**config.mk**
```make
export PLATFORM = sky130hd
export DESIGN_NAME = dmem_bridge
export DESIGN_NICKNAME = d
export VERILOG_FILES = /design/src/rtl/dmem_pkg.sv /design/src/rtl/wbuf_fifo.sv /design/src/rtl/dmem_bridge.sv
export SDC_FILE = /design/constraint.sdc
export NUM_CORES = 1
export LEC_CHECK = 0
export CORE_ASPECT_RATIO = 0.5
export CORE_UTILIZATION = 59
export CTS_CLUSTER_DIAMETER = 40
export DETAILED_ROUTE_END_ITERATION = 10
export GPL_TIMING_DRIVEN = 0
export PLACE_DENSITY = 0.84
export SETUP_SLACK_MARGIN = 0.05
export SLEW_MARGIN = 20
export SYNTH_ARGS = -nofsm -noshare
export SYNTH_HDL_FRONTEND = slang
export SYNTH_HIERARCHICAL = 1
export SYNTH_SLANG_ARGS = --single-unit
```
**constraint.sdc**
```tcl
create_clock -name clk -period 6.87 [get_ports clk]
set_input_delay 1.374 -clock clk [delete_from_list [all_inputs] [get_ports clk]]
set_output_delay 1.374 -clock clk [all_outputs]
set_load 0.05 [all_outputs]
```
**src/rtl/dmem_pkg.sv**
```systemverilog
// Shared types for the data-memory bridge: FSM encoding, posted-write entry
// and the value returned for reads that never received an acknowledge.
package dmem_pkg;

    typedef enum logic [2:0] {
        IDLE,
        WR_ISSUE,
        RD_DRAIN,
        RD_ISSUE,
        RD_DONE
    } state_t;

    typedef struct packed {
        logic [31:0] addr;
        logic [31:0] data;
    } wentry_t;

    localparam logic [31:0] DEADBEEF = 32'hDEAD_BEEF;

    // The external bus only understands word addresses.
    function automatic logic [31:0] word_addr(input logic [31:0] byte_addr);
        return {byte_addr[31:2], 2'b00};
    endfunction

endpackage

```
**src/rtl/wbuf_fifo.sv**
```systemverilog
// Posted-write buffer: a power-of-two circular FIFO of {addr, data} entries.
// Full and empty come from the registered count only.
module wbuf_fifo
    import dmem_pkg::*;
#(
    parameter int DEPTH = 4
) (
    input  logic                    clk,
    input  logic                    reset,
    input  logic                    push,
    input  wentry_t                 push_entry,
    input  logic                    pop,
    output wentry_t                 head,
    output logic                    full,
    output logic                    empty,
    output logic [$clog2(DEPTH):0]  count
);

    localparam int AW = $clog2(DEPTH);
    localparam int CW = AW + 1;

    wentry_t       mem [DEPTH];
    logic [AW-1:0] wr_ptr;
    logic [AW-1:0] rd_ptr;
    logic          push_ok;
    logic          pop_ok;

    assign push_ok = push && !full;
    assign pop_ok  = pop && !empty;
    assign full    = (count == CW'(DEPTH));
    assign empty   = (count == '0);
    assign head    = mem[rd_ptr];

    // Pointers wrap naturally because DEPTH is a power of two.
    always_ff @(posedge clk or negedge reset) begin
        if (!reset) begin
            wr_ptr <= '0;
            rd_ptr <= '0;
            count  <= '0;
        end else begin
            if (push_ok) wr_ptr <= wr_ptr + AW'(1);
            if (pop_ok)  rd_ptr <= rd_ptr + AW'(1);
            count <= count + CW'(push_ok) - CW'(pop_ok);
        end
    end

    always_ff @(posedge clk) begin
        if (push_ok) mem[wr_ptr] <= push_entry;
    end

endmodule

```
**src/rtl/dmem_bridge.sv**
```systemverilog
// Bridges a single-cycle processor data port onto a request/acknowledge bus,
// posting writes into a small buffer and stalling reads until it has drained.
module dmem_bridge
    import dmem_pkg::*;
#(
    parameter int WBUF_DEPTH = 4,
    parameter int TIMEOUT    = 255
) (
    input  logic        clk,
    input  logic        reset,
    input  logic [31:0] data_addr,
    input  logic [31:0] data_out,
    input  logic        mem_read,
    input  logic        mem_write,
    output logic [31:0] data_in,
    output logic        stall,
    output logic        ext_req,
    output logic        ext_we,
    output logic [31:0] ext_addr,
    output logic [31:0] ext_wdata,
    input  logic        ext_ack,
    input  logic [31:0] ext_rdata,
    output logic        bus_err
);

    localparam int CW = $clog2(WBUF_DEPTH) + 1;

    state_t          state;
    state_t          next_state;
    wentry_t         head;
    wentry_t         wr_entry;
    logic            push;
    logic            pop;
    logic            full;
    logic            empty;
    logic [CW-1:0]   count;
    logic            more_writes;
    logic            load_wr;
    logic            load_rd;
    logic            drop_req;
    logic            capture;
    logic            timed_out;
    logic            done;
    logic [31:0]     tcount;

    // A simultaneous read wins; the write is simply not accepted.
    assign push     = mem_write && !mem_read && !full;
    assign wr_entry = '{addr: data_addr, data: data_out};

    assign more_writes = (count > CW'(1)) || push;
    assign timed_out   = (TIMEOUT != 0) && ext_req && !ext_ack
                         && (tcount == 32'(TIMEOUT - 1));
    assign done        = ext_req && (ext_ack || timed_out);

    assign stall = reset && ((mem_read && state != RD_DONE)
                             || (mem_write && !mem_read && full));

    wbuf_fifo #(
        .DEPTH(WBUF_DEPTH)
    ) u_wbuf (
        .clk        (clk),
        .reset      (reset),
        .push       (push),
        .push_entry (wr_entry),
        .pop        (pop),
        .head       (head),
        .full       (full),
        .empty      (empty),
        .count      (count)
    );

    always_ff @(posedge clk or negedge reset) begin
        if (!reset) state <= IDLE;
        else        state <= next_state;
    end

    // Issue states spend one cycle with ext_req low after each completion,
    // during which the next request is loaded.
    always_comb begin
        next_state = state;
        load_wr    = 1'b0;
        load_rd    = 1'b0;
        drop_req   = 1'b0;
        pop        = 1'b0;
        capture    = 1'b0;
        case (state)
            IDLE: begin
                if (mem_read) begin
                    if (!empty) begin
                        next_state = RD_DRAIN;
                        load_wr    = 1'b1;
                    end else begin
                        next_state = RD_ISSUE;
                        load_rd    = 1'b1;
                    end
                end else if (!empty) begin
                    next_state = WR_ISSUE;
                    load_wr    = 1'b1;
                end
            end
            WR_ISSUE: begin
                if (!ext_req) begin
                    load_wr = 1'b1;
                end else if (done) begin
                    pop      = 1'b1;
                    drop_req = 1'b1;
                    if (!more_writes) next_state = IDLE;
                end
            end
            RD_DRAIN: begin
                if (!ext_req) begin
                    load_wr = 1'b1;
                end else if (done) begin
                    pop      = 1'b1;
                    drop_req = 1'b1;
                    if (!more_writes) next_state = RD_ISSUE;
                end
            end
            RD_ISSUE: begin
                if (!ext_req) begin
                    load_rd = 1'b1;
                end else if (done) begin
                    capture    = 1'b1;
                    drop_req   = 1'b1;
                    next_state = RD_DONE;
                end
            end
            RD_DONE: begin
                next_state = IDLE;
            end
            default: begin
                next_state = IDLE;
            end
        endcase
    end

    always_ff @(posedge clk or negedge reset) begin
        if (!reset) begin
            ext_req   <= 1'b0;
            ext_we    <= 1'b0;
            ext_addr  <= '0;
            ext_wdata <= '0;
        end else if (load_wr) begin
            ext_req   <= 1'b1;
            ext_we    <= 1'b1;
            ext_addr  <= word_addr(head.addr);
            ext_wdata <= head.data;
        end else if (load_rd) begin
            ext_req   <= 1'b1;
            ext_we    <= 1'b0;
            ext_addr  <= word_addr(data_addr);
        end else if (drop_req) begin
            ext_req   <= 1'b0;
        end
    end

    // data_in doubles as the read buffer, so it holds between reads.
    always_ff @(posedge clk or negedge reset) begin
        if (!reset) begin
            tcount  <= '0;
            data_in <= '0;
            bus_err <= 1'b0;
        end else begin
            if (!ext_req || done) tcount <= '0;
            else                  tcount <= tcount + 32'd1;
            if (capture)   data_in <= ext_ack ? ext_rdata : DEADBEEF;
            if (timed_out) bus_err <= 1'b1;
        end
    end

endmodule

```
==> summary.txt, run 1 <==
Critical path
  • Reg-to-reg slack, setup: approximately 3.5 ns
  • WP data arrival: roughly 3.4 ns
  • Worst r2r dst: u_wbuf/count[2]
  • Crit path launch type: primary input
  • Worst EP required: between 5 and 6 ns
  • CP Max Fanout: between 80 and 90
  • R2R depth: 15
  • Worst reg2reg path startpoint: tcount[0]
  • Critical path class: in2out
  • Critical path endpoint category: output port

Layout
  • Layout Nets: 1214
  • Final Non-Filler Cells: roughly 1500
  • Most common cell after layout, fill and taps aside: edfxtp_1
  • Commonest non-fill, non-tap cells in the layout: edfxtp_1, clkdlybuf4s50_1, dfrtp_1, nor2_1, mux4_2
  • Synthesis-to-layout area growth: 24.1%
  • Number of fill cells: about 1500
  • Layout cells sized above 1: around 17%

Global route
  • First-pass GRT wire length: 49900 µm
  • Global router's overall resource usage: roughly a quarter
  • Global route overflow: 0
  • Largest net degree at the start of global routing: a little over 80
  • Vias in the first global route: about 9100
  • Initial antenna violation count: 1

Placed design
  • Number of port buffers: between 150 and 200
  • DP HPWL: 20200 µm
  • Dpl ws: slightly above 2 ns
  • GPL Wtd Cong: ~0.89
  • Dpl cells: about 1400

Drt
  • Final wirelength: ~32000 µm
  • Via Count: around 8600
  • First drt pass iteration count: 5
  • DR vias/cell: about 5.8
  • Initial DRC count: slightly below 700
  • # DRC: 0
  • DR WL/cell: around 22 µm
  • Antenna Violating Nets Remaining: 0

Floorplan
  • Die area: roughly 0.026 mm²
  • IO Count: about 200
  • Core Region: approximately 0.025 mm²
  • Die H: around 120 µm
  • Row Count: between 40 and 50
  • Die Wd: roughly 230 µm
  • Initial Util: roughly 60%

Logic synthesis
  • Post-synthesis cell area: approximately 0.015 mm²
  • Cell count after synthesis: roughly 870
  • Syn Area/Cell: about 18 µm²
  • Synthesis Warnings: 6

Clocking
  • Setup Buffers After CTS: 0
  • Post-CTS sizing: 0
  • Clk_lat worst skew: around 0.5 ns
  • Clk pin slew, worst setup/hold paths: 0.06 ns
  • Cts hold-fix bufs: 0
  • CTS tree: built
  • CTS max path bufs: 3
  • Clock root buffer: clkbuf_16
  • Clk sinks: between 300 and 400
  • H-tree depth: 2
  • CTS Buf Count: 35

Worst hold path
  • Hold Crit Depth: 1
  • WHS Endpoint: data_in[7]
  • Hold path startpoint: data_in[7]
  • Hold crit path type: reg2reg

Timing
  • Achievable Freq: 0.210 GHz
  • Worst clock skew: ~0.016 ns
  • Fin Setup TNS: 0 ns
  • Final period util: slightly below 70%
  • Setup violators final: 0
  • Max-slew violation count: 0
  • PnR worst setup slack: approximately 2.1 ns
  • Fin. Hold Viols: 0
  • Least-Margin Pin Slew: ~0.8 ns
  • Max_slew headroom: 46.5%
  • Crit path time final: approximately 4.8 ns
  • RSZ-0062 raised after global routing: false

Flow run
  • Maxcap violations: 0

Run status
  • Status: finished, final reports clean

Power
  • Power per cell area: roughly 470 mW/mm²
  • Maximum vdd drop: approximately 240 µV
  • Leak: between 6 and 7 nW
[stage by stage]
stage	area (µm²)	total power [mW]	hold WS [ns]	util, %
3_3_place_gp	17600	6.91	0.470	69.6
4_1_cts	18800	8.99	0.495	74.6
5_1_grt	18800	9.30	0.515	74.6
3_5_place_dp	17700	7.04	0.480	70.2
6_report	18800	8.92	0.491	74.6
2_1_floorplan	15200	5.83	0.520	-
[flip-flops by register name (all words and copies together) (netlist names)]
name,flops
ext_addr,30
ext_we,1
state,3
u_wbuf/wr_ptr,2
u_wbuf/mem,248
ext_wdata,32
bus_err,1
data_in,32
u_wbuf/count,3
ext_req,1
u_wbuf/rd_ptr,2
tcount,32
[how the worst max path moves through the flow]
stage / from / to / slack (ns) / cells past startpoint
2_1_floorplan: mem_read / stall / 2.80 / 1
3_3_place_gp: reset / stall / -2.70 / 4
3_5_place_dp: reset / stall / 2.05 / 5
4_1_cts: reset / stall / 2.05 / 5
5_1_grt: reset / stall / 1.87 / 5
6_report: reset / stall / 2.10 / 5
[layer usage]
layer	track usage, %	wire, µm	vias to the layer above
li1	-	-	3813
met1	32.4	13200	4465
met2	44.0	16600	239
met3	4.22	1550	54
met4	6.89	736	0
met5	0	0	-
[layout make-up]
| class | instances | area [µm²] | area share, % |
|---|---|---|---|
| Antenna cell | 1 | 2.50 | 0.0133 |
| Buffer | 46 | 256 | 1.36 |
| Clock buffer | 49 | 958 | 5.09 |
| Clock inverter | 12 | 150 | 0.797 |
| Inverter | 16 | 60.1 | 0.319 |
| Multi-Input combinational cell | 417 | 3960 | 21.0 |
| Sequential cell | 387 | 10900 | 58.0 |
| Tap cell | 344 | 430 | 2.29 |
| Timing Repair Buffer | 201 | 2100 | 11.1 |
[report_power, final]
part	total [mW]	switching [mW]	internal, mW
registers	3.24	0.247	2.99
logic	3.77	2.26	1.50
clock network	1.91	0.816	1.09
[worst max-delay path, stage by stage]
cell and delay (ns):
buf_8 0.35, buf_16 0.39, inv_1 0.09, a311oi_1 0.27, clkdlybuf4s50_1 0.86
Power figures use the tool's default switching activity.
==> run 2, diff against run 1 <==
--- a/config.mk
+++ b/config.mk
@@ -6,11 +6,11 @@
 export NUM_CORES = 1
 export LEC_CHECK = 0
 export CORE_ASPECT_RATIO = 0.5
-export CORE_UTILIZATION = 59
+export CORE_UTILIZATION = 50
 export CTS_CLUSTER_DIAMETER = 40
 export DETAILED_ROUTE_END_ITERATION = 10
 export GPL_TIMING_DRIVEN = 0
-export PLACE_DENSITY = 0.84
+export PLACE_DENSITY = 0.76
 export SETUP_SLACK_MARGIN = 0.05
 export SLEW_MARGIN = 20
 export SYNTH_ARGS = -nofsm -noshare
==> constraint.sdc (replaced) <==
create_clock -name clk -period 4.03 [get_ports clk]
set_input_delay 0.806 -clock clk [delete_from_list [all_inputs] [get_ports clk]]
set_output_delay 0.806 -clock clk [all_outputs]
set_load 0.05 [all_outputs]
==> summary.txt, run 2 (synthesis results as in run 1) <==
Timing
  • Least-Margin Pin Slew: 0.785 ns (was 0.795 ns)
  • Max-slew violation count: 0 (unchanged)
  • Max_slew headroom: 47.2% (was 46.5%)
  • PnR worst setup slack: 0.339 ns (was 2.10 ns)
  • Crit path time final: around 3.7 ns
  • Achievable Freq: 0.271 GHz
  • Fin. Hold Viols: 0 (unchanged)
  • Final period util: between 90% and 100%
  • RSZ-0062 raised after global routing: false (unchanged)
  • Setup violators final: 0 (unchanged)
  • Worst clock skew: 0.0211 ns (was 0.0160 ns)

Global route
  • Largest net degree at the start of global routing: 72 (was 82)
  • Vias in the first global route: 8939 (was 9080)
  • Initial antenna violation count: 2 (was 1)
  • Met2 usage: 35.2% (was 44.0%)
  • Gr busiest metal: met2 (unchanged)
  • Met3 Use GR: 3.41% (was 4.22%)
  • Met1 Use GR: 28.5% (was 32.4%)
  • Global route overflow: 0 (unchanged)
  • Global router's overall resource usage: 21.0% (was 24.8%)
  • First-pass GRT wire length: 49900 µm (about the same)

Clocking
  • Setup Buffers After CTS: 0 (unchanged)
  • CTS max path bufs: 3 (unchanged)
  • Post-CTS sizing: 0 (unchanged)
  • Cts hold-fix bufs: 0 (unchanged)
  • CTS Buf Count: 37 (was 35)
  • H-tree depth: 2 (unchanged)
  • Clk pin slew, worst setup/hold paths: 0.06 ns (about the same)
  • Clk_lat worst skew: 0.53 ns (was 0.51 ns)
  • Clk sinks: 387 (unchanged)
  • Clock root buffer: clkbuf_16 (unchanged)
  • CTS tree: built (unchanged)

Floorplan
  • Die H: 125 µm (was 115 µm)
  • Row Count: 44 (was 41)
  • Core Region: 0.0294 mm² (was 0.0252 mm²)
  • Die area: 0.0311 mm² (was 0.0264 mm²)
  • IO Count: 201 (unchanged)
  • Initial Util: 51.6% (was 60.1%)
  • Die Wd: 248 µm (was 229 µm)

Placed design
  • DP HPWL: 20000 µm (was 20200 µm)
  • Dpl ws: 0.238 ns (was 2.05 ns)
  • Number of port buffers: 196 (unchanged)
  • GPL Wtd Cong: 0.849 (was 0.890)

Drt
  • Antenna Violating Nets Remaining: 0 (unchanged)
  • Via Count: 8418 (was 8571)
  • Initial DRC count: 564 (was 682)
  • DR WL/cell: 20.5 µm (was 21.8 µm)
  • DR vias/cell: 5.52 (was 5.82)
  • Final wirelength: 31300 µm (was 32000 µm)
  • First drt pass iteration count: 5 (unchanged)
  • # DRC: 0 (unchanged)

Power
  • Maximum vdd drop: 373 µV (was 245 µV)
  • Leak: 6.70 nW (about the same)
  • Overall power: 15.1 mW (was 8.92 mW)
  • Power per cell area: 799 mW/mm² (was 473 mW/mm²)

Layout
  • Most common cell after layout, fill and taps aside: edfxtp_1 (unchanged)
  • Layout Nets: 1216 (was 1214)
  • Largest register FFs: 248 (unchanged)
  • Commonest non-fill, non-tap cells in the layout: edfxtp_1, clkdlybuf4s50_1, dfrtp_1, nor2_1, mux4_2 (unchanged)
  • Synthesis-to-layout area growth: 24.6% (was 24.1%)
  • Most flop-heavy register: u_wbuf/mem (unchanged)
  • Number of fill cells: 2035 (was 1508)
  • Layout cells sized above 1: 17.0% (was 17.1%)

Worst hold path
  • Hold crit path type: in2async (was reg2reg)

Critical path
  • Critical path endpoint category: output port (unchanged)
  • Critical path class: reg2out (was in2out)
  • WP data arrival: 2.88 ns (was 3.39 ns)
  • Crit path launch type: register (was primary input)
  • CP Max Fanout: 9 (was 81)
  • Worst EP required: 3.22 ns (was 5.50 ns)
  • R2R depth: 15 (unchanged)

Run status
  • Status: finished, final reports clean (unchanged)

Flow run
  • Maxcap violations: 0 (unchanged)
## run 2: changes by cell type in the layout (fill, tap and decap cells not counted), sizes merged
cell | previous run | this run
clkinv | 5 | 10
diode | 1 | 2
inv | 18 | 19
clkbuf | 66 | 67
bufinv | 3 | 0
## run 2: area by class of cell
class | count | area [µm²] | area share [%]
clock inverters | 15 | 119 | 0.629
repair buffers | 201 | 2100 | 11.1
well taps | 391 | 489 | 2.59
clock buffers | 50 | 996 | 5.27
multi-input cells | 417 | 3960 | 20.9
flip-flops and latches | 387 | 10900 | 57.8
inverters | 16 | 60.1 | 0.318
plain buffers | 46 | 256 | 1.36
diodes | 2 | 5.00 | 0.0265
## run 2: power by group
part / internal [mW] / switching [mW]
registers: 5.10 / 0.400
clock network: 1.76 / 1.47
logic: 2.56 / 3.80
total: 9.43 / 5.67
## run 2: critical path, cell delays in order, from the launching register on
cell	delay [ns]
dfrtp_1	0.48
nor3b_2	0.56
a21oi_1	0.14
a311oi_1	0.32
clkdlybuf4s50_1	0.86
## run 2: through the flow
step           hold WS, ns  utilization, %  instances  TNS, ns  area (µm²)
3_3_place_gp         0.471            60.0       1453  -887.67       17600
5_1_grt              0.287            64.3       1525        0       18900
6_report             0.253            64.3       1525        0       18900
3_5_place_dp         0.479            60.5       1458        0       17800
2_1_floorplan        0.510               -        866        0       15200
4_1_cts              0.265            64.3       1523        0       18900
## run 2: path summary, 6_finish.rpt
path | from | to | slack (ns)
worst max-delay path | u_wbuf/count[2] | stall | 0.34
worst min-delay path | reset | tcount[16] | 0.25
worst max register to register | tcount[0] | u_wbuf/count[2] | 0.75
worst min register to register | data_in[27] | data_in[27] | 0.49
max in group asynchronous | reset | ext_addr[10] | 3.00
min in group clk | data_in[27] | data_in[27] | 0.49
## run 2: layer usage
layer  vias up  routed length, µm  share of wire [%]
met5         -                  0                  0
met4         0                735                2.3
met3        56               1290                4.1
met2       207              16000                 51
met1      4331              13300                 43
li1       3824                  -                  -
